--- config.mk ---
export PLATFORM = sky130hd
export DESIGN_NAME = exec_pc_core
export DESIGN_NICKNAME = d
export VERILOG_FILES = /design/src/rtl/exec_pkg.sv /design/src/rtl/exec_pc_core_alu_ctrl_decode.sv /design/src/rtl/exec_pc_core.sv
export SDC_FILE = /design/constraint.sdc
export NUM_CORES = 1
export LEC_CHECK = 0
export ABC_AREA = 1
export BUFFER_PORTS_ARGS = -buffer_cell sky130_fd_sc_hd__buf_4
export CAP_MARGIN = 10
export CORE_MARGIN = 1.5
export CORE_UTILIZATION = 45
export CTS_CLUSTER_DIAMETER = 120
export DETAILED_ROUTE_END_ITERATION = 7
export GPL_TIMING_DRIVEN = 0
export PLACE_DENSITY = 0.68
export REMOVE_ABC_BUFFERS = 1
export SETUP_SLACK_MARGIN = 0.1
export SYNTH_ARGS = -nofsm -noshare
export SYNTH_HDL_FRONTEND = slang
export SYNTH_SLANG_ARGS = --single-unit
--- constraint.sdc ---
create_clock -name clk -period 3.9 [get_ports clk]
set_clock_uncertainty 0.05 [all_clocks]
set_input_delay 0 -clock clk [delete_from_list [all_inputs] [get_ports clk]]
set_output_delay 0 -clock clk [all_outputs]
set_load 0.01 [all_outputs]
--- src/rtl/exec_pkg.sv ---
// ----------------------------------------------------------------------------
// exec_pkg
// Shared encodings for the execute stage of the 8-bit pipelined core:
//   - aluop operation classes driven by the control unit through ID/EX
//   - 4-bit ALU operation codes consumed by the ALU select
//   - funct7 values that distinguish ADD/SUB and SRL/SRA
// ----------------------------------------------------------------------------
package exec_pkg;

    localparam int DATA_W = 8;

    // Operation class from the control unit
    localparam logic [1:0] ALUOP_MEM = 2'b00;
    localparam logic [1:0] ALUOP_BR  = 2'b01;
    localparam logic [1:0] ALUOP_R   = 2'b10;
    localparam logic [1:0] ALUOP_I   = 2'b11;

    // ALU operation codes
    localparam logic [3:0] ALU_AND     = 4'b0000;
    localparam logic [3:0] ALU_OR      = 4'b0001;
    localparam logic [3:0] ALU_ADD     = 4'b0010;
    localparam logic [3:0] ALU_XOR     = 4'b0011;
    localparam logic [3:0] ALU_SLL     = 4'b0100;
    localparam logic [3:0] ALU_SRL     = 4'b0101;
    localparam logic [3:0] ALU_SUB     = 4'b0110;
    localparam logic [3:0] ALU_SRA     = 4'b0111;
    localparam logic [3:0] ALU_SLT     = 4'b1000;
    localparam logic [3:0] ALU_SLTU    = 4'b1001;
    localparam logic [3:0] ALU_NOR     = 4'b1100;
    localparam logic [3:0] ALU_INVALID = 4'b1111;

    // funct7 qualifiers
    localparam logic [6:0] F7_BASE = 7'b0000000;
    localparam logic [6:0] F7_ALT  = 7'b0100000;

endpackage

--- src/rtl/exec_pc_core_alu_ctrl_decode.sv ---
// ----------------------------------------------------------------------------
// alu_ctrl_decode
// Purely combinational ALU-control decoder.
// Ports:
//   aluop  [1:0] in  - operation class (mem / branch / R-type / I-type)
//   funct3 [2:0] in  - instruction funct3
//   funct7 [6:0] in  - instruction funct7
//   aluopc [3:0] out - ALU operation code, ALU_INVALID for bad funct7
// ----------------------------------------------------------------------------
module alu_ctrl_decode
    import exec_pkg::*;
(
    input  logic [1:0] aluop,
    input  logic [2:0] funct3,
    input  logic [6:0] funct7,
    output logic [3:0] aluopc
);

    logic is_itype;

    always_comb begin
        aluopc   = ALU_INVALID;
        is_itype = (aluop == ALUOP_I);
        case (aluop)
            ALUOP_MEM: aluopc = ALU_ADD;
            ALUOP_BR:  aluopc = ALU_SUB;
            default: begin
                // R-type and I-type share the funct3 map; only 000 (where an
                // immediate has no funct7) and 101 differ in funct7 handling.
                case (funct3)
                    3'b000: begin
                        if (is_itype || funct7 == F7_BASE) aluopc = ALU_ADD;
                        else if (funct7 == F7_ALT)         aluopc = ALU_SUB;
                        else                               aluopc = ALU_INVALID;
                    end
                    3'b111: aluopc = ALU_AND;
                    3'b110: aluopc = ALU_OR;
                    3'b100: aluopc = ALU_XOR;
                    3'b001: aluopc = ALU_SLL;
                    3'b101: begin
                        if (funct7 == F7_BASE)     aluopc = ALU_SRL;
                        else if (funct7 == F7_ALT) aluopc = ALU_SRA;
                        else                       aluopc = ALU_INVALID;
                    end
                    3'b010: aluopc = ALU_SLT;
                    3'b011: aluopc = ALU_SLTU;
                    default: aluopc = ALU_INVALID;
                endcase
            end
        endcase
    end

endmodule

--- src/rtl/exec_pc_core.sv ---
// ----------------------------------------------------------------------------
// exec_pc_core
// Execute-stage core: program counter, ALU-control decode and 8-bit ALU.
// Parameters:
//   PC_STEP  - PC increment per cycle (wraps mod 256)
//   PC_RESET - PC value loaded while reset is high
// Ports:
//   clk          in  - rising-edge clock
//   reset        in  - synchronous active-high reset (PC only)
//   pcout  [7:0] out - registered program counter
//   aluop  [1:0] in  - operation class via ID/EX
//   funct3 [2:0] in  - funct3 via ID/EX
//   funct7 [6:0] in  - funct7 via ID/EX
//   a      [7:0] in  - operand A
//   b      [7:0] in  - operand B (register or immediate)
//   aluopc [3:0] out - decoded ALU operation code (combinational)
//   result [7:0] out - ALU result (combinational)
//   zero         out - result == 0
// ----------------------------------------------------------------------------
module exec_pc_core
    import exec_pkg::*;
#(
    parameter int         PC_STEP  = 4,
    parameter logic [7:0] PC_RESET = 8'h00
)(
    input  logic              clk,
    input  logic              reset,
    output logic [DATA_W-1:0] pcout,
    input  logic [1:0]        aluop,
    input  logic [2:0]        funct3,
    input  logic [6:0]        funct7,
    input  logic [DATA_W-1:0] a,
    input  logic [DATA_W-1:0] b,
    output logic [3:0]        aluopc,
    output logic [DATA_W-1:0] result,
    output logic              zero
);

    localparam logic [DATA_W-1:0] STEP = PC_STEP[DATA_W-1:0];

    logic [DATA_W-1:0] pc_q;
    logic [DATA_W-1:0] pc_d;

    always_comb begin
        pc_d = pc_q + STEP;
    end

    always_ff @(posedge clk) begin
        if (reset) pc_q <= PC_RESET;
        else       pc_q <= pc_d;
    end

    assign pcout = pc_q;

    alu_ctrl_decode u_decode (
        .aluop  (aluop),
        .funct3 (funct3),
        .funct7 (funct7),
        .aluopc (aluopc)
    );

    logic signed [DATA_W-1:0] a_s;
    logic signed [DATA_W-1:0] b_s;
    logic        [2:0]        shamt;

    always_comb begin
        a_s    = signed'(a);
        b_s    = signed'(b);
        shamt  = b[2:0];
        result = '0;
        case (aluopc)
            ALU_AND:  result = a & b;
            ALU_OR:   result = a | b;
            ALU_ADD:  result = a + b;
            ALU_XOR:  result = a ^ b;
            ALU_SLL:  result = a << shamt;
            ALU_SRL:  result = a >> shamt;
            ALU_SUB:  result = a - b;
            ALU_SRA:  result = unsigned'(a_s >>> shamt);
            ALU_SLT:  result = {{(DATA_W-1){1'b0}}, (a_s < b_s)};
            ALU_SLTU: result = {{(DATA_W-1){1'b0}}, (a < b)};
            ALU_NOR:  result = ~(a | b);
            default:  result = '0;
        endcase
        zero = (result == '0);
    end

endmodule

==> run_results.csv <==
group,metric,value,unit
run_status,outcome,"completed",
clocking,cts_root_buf,"clkbuf_8",
sta,finalHoldViolations,0,
routing,vias_per_cell,5.07,
global_route,grt_max_degree,22,
floorplanning,fp.dieH,76.7,um
floorplanning,initial_core_util,0.473,
power,switchingPower,0.255,mW
placed_design,gp_congestion,0.918,
power,comb_power_share,0.700,
power,power_frac_clock,0.173,
sta,setup_viol_count_final,0,
clocking,clock_sinks,6,
routing,drt-initial-drc-count,147,
power,powerDensity,184,nW/um^2
placed_design,hpwl,5.58,mm
global_route,grtUsageTotal,0.242,
sta,min_period_over_period,0.658,
layout,largest_register_ffs,6,
routing,ant_nets,0,
critical_path,start_kind,"input pin",
clocking,insertion_delay,220,ps
clocking,numCtsBuffers,3,
routing,num_vias,2751,
clocking,htreeDepth,1,
power,p_int,0.276,mW
power,seqPwrFrac,0.126,
hold_path,worstHoldPathCells,4,
yosys,ys_types,42,
yosys,yosysWarnings,0,
routing,routedWlPerCell,12.6,um
flow_run,drv_cap,0,
global_route,grt_pass1_vias,2629,
yosys,syn_area,2450,um^2
floorplanning,core-area,5170,um^2
hold_path,hold_path.class,"input pin to output pin",
clocking,cts_tree,"yes",
layout,post-route-util,0.556,
floorplanning,io_pins,51,
sta,fin_crit,2570,ps
yosys,syn_avg_cell_area,5.63,um^2
clocking,cts_buffer_depth,2,
yosys,synthTopCellsByArea,"nand2_1, ha_1, inv_1, nor2_1, nand3_1",
critical_path,worstPathRequired,3850,ps
floorplanning,die_area,5890,um^2
placed_design,io_buffer_count,48,
critical_path,critPathMaxFanout,21,
routing,drc,0,
floorplanning,die_w,76.7,um
global_route,overflow,0,
power,p_leak,1.60,nW
sta,slew_headroom,0.620,
sta,worst_slew_pin_slew,569,ps
sta,drv_slew,0,
critical_path,cp-end-kind,"output pin",
yosys,synth.largest_area_cell,"nand2_1",
yosys,netlist_instances,435,
sta,rsz0062_at_grt,"false",
routing,drtPass1Iterations,5,
power,switching_share,0.480,
routing,wl,6.86,mm
floorplanning,placementRows,26,
critical_path,cp.arrival,2520,ps
layout,area_growth_syn_to_layout,17.5,%
yosys,ys_ff_latch,6,
global_route,grt_pass1_wl,11.8,mm
sta,fin_tns_setup,0,ps
yosys,synth-seq-area-share,0.0491,
layout,fin_nets,533,
layout,drive_gt1_frac,0.201,
global_route,antenna_found_initial,0,
sta,fmax,389,MHz
critical_path,setup.worst_path.class,"input pin to output pin",
layout,n_antenna_cell,0,
critical_path,reg2reg_depth,6,
power,irDropWorstVdd,275,uV
yosys,synth_top_area_frac,0.195,
layout make-up:
cell class                 instances  area [um^2]
multi-input combinational        349         2010
fill                             573         2300
clock buffer                       3         41.3
sequential                         6          120
inverter                          66          248
timing repair buffer              49          370
tap                               70         87.6
power by group through the flow:
stage          clock network (mW)  registers [mW]  logic (mW)
2_1_floorplan                   0          0.0685       0.234
3_3_place_gp                    0          0.0675       0.364
3_5_place_dp                    0          0.0677       0.366
4_1_cts                    0.0942          0.0668       0.368
5_1_grt                    0.0999          0.0674       0.416
6_report                   0.0920          0.0669       0.371
timing repair:
item                                   4_1_cts  5_1_grt
endpoints found under the hold margin        4        0
resized for setup                            0        0
hold buffers                                 1        0
buffers inserted                             0        0
per-layer routing:
metal  global-route usage  wire length, um  vias to the layer above
met4               0.0722              181                        0
met3               0.0238              457                       18
li1                     -                -                     1434
met1                0.330             3200                     1194
met2                0.399             3020                      105
met5                    0                0                        -
cell usage after synthesis, drive strengths merged:
library cell,instances
inv,66
xnor2,2
o22ai,1
nand2,135
nand3,39
clkbuf,6
o21ai,28
a21oi,18
nor3,6
buf,9
ha,26
nand4,5
xor2,7
a21o,1
o21bai,2
a21boi,1
fa,2
nor2,64
o211ai,2
dfxtp,6
or2,3
conb,1
nand3b,1
o21a,2
o311ai,1
and2,1
cells by family after synthesis:
logic type / share of synthesized area
compound gates: 0.137
xor+xnor: 0.0322
fa+ha+maj: 0.149
buf+inv: 0.132
flops: 0.0491
other cells: 0.00153
simple gates: 0.499
critical path, stage by stage:
cell and delay, ps:
buf_4 170, inv_1 290, ha_1 560, inv_1 90
a21oi_1 180, nand2_1 130, nand2_1 110, nand2_1 60
a21oi_1 150, xor2_1 90, nand2_1 60, nand2_1 50
nor2_1 90, nand2_1 80, nor2_1 110, nand2_1 80
nor2_1 90, buf_4 120
layout by cell type, fill, tap and decap left out, types with 7 or more instances in the layout:
cell     netlist  layout
a21oi_1       16      16
buf_4          3      48
ha_1          26      26
inv_1         62      62
nand2_1      127     127
nand3_1       32      32
nor2_1        50      50
nor2_2         7       7
nor2_4         7       7
o21ai_0       22      22
xor2_1         7       7
per-stage QoR:
stage | instance area, um^2 | hold WS, ps | cells | power (mW) | setup slack [ps]
2_1_floorplan | 2380 | 16.7 | 421 | 0.302 | 1980
3_3_place_gp | 2820 | 150 | 539 | 0.431 | 1340
6_report | 2880 | 347 | 543 | 0.530 | 1330
5_1_grt | 2880 | 421 | 543 | 0.583 | 1070
4_1_cts | 2880 | 344 | 543 | 0.529 | 1380
3_5_place_dp | 2820 | 153 | 539 | 0.434 | 1390
worst paths after layout:
path / endpoint / slack [ps] / start
max reg2reg: pcout[6]$_SDFF_PP0_ / 2810 / pcout[2]$_SDFF_PP0_
min: result[7] / 350 / a[7]
max: zero / 1330 / b[2]
min reg2reg: pcout[2]$_SDFF_PP0_ / 410 / pcout[2]$_SDFF_PP0_
No activity file was read; power rests on OpenSTA's default activity.
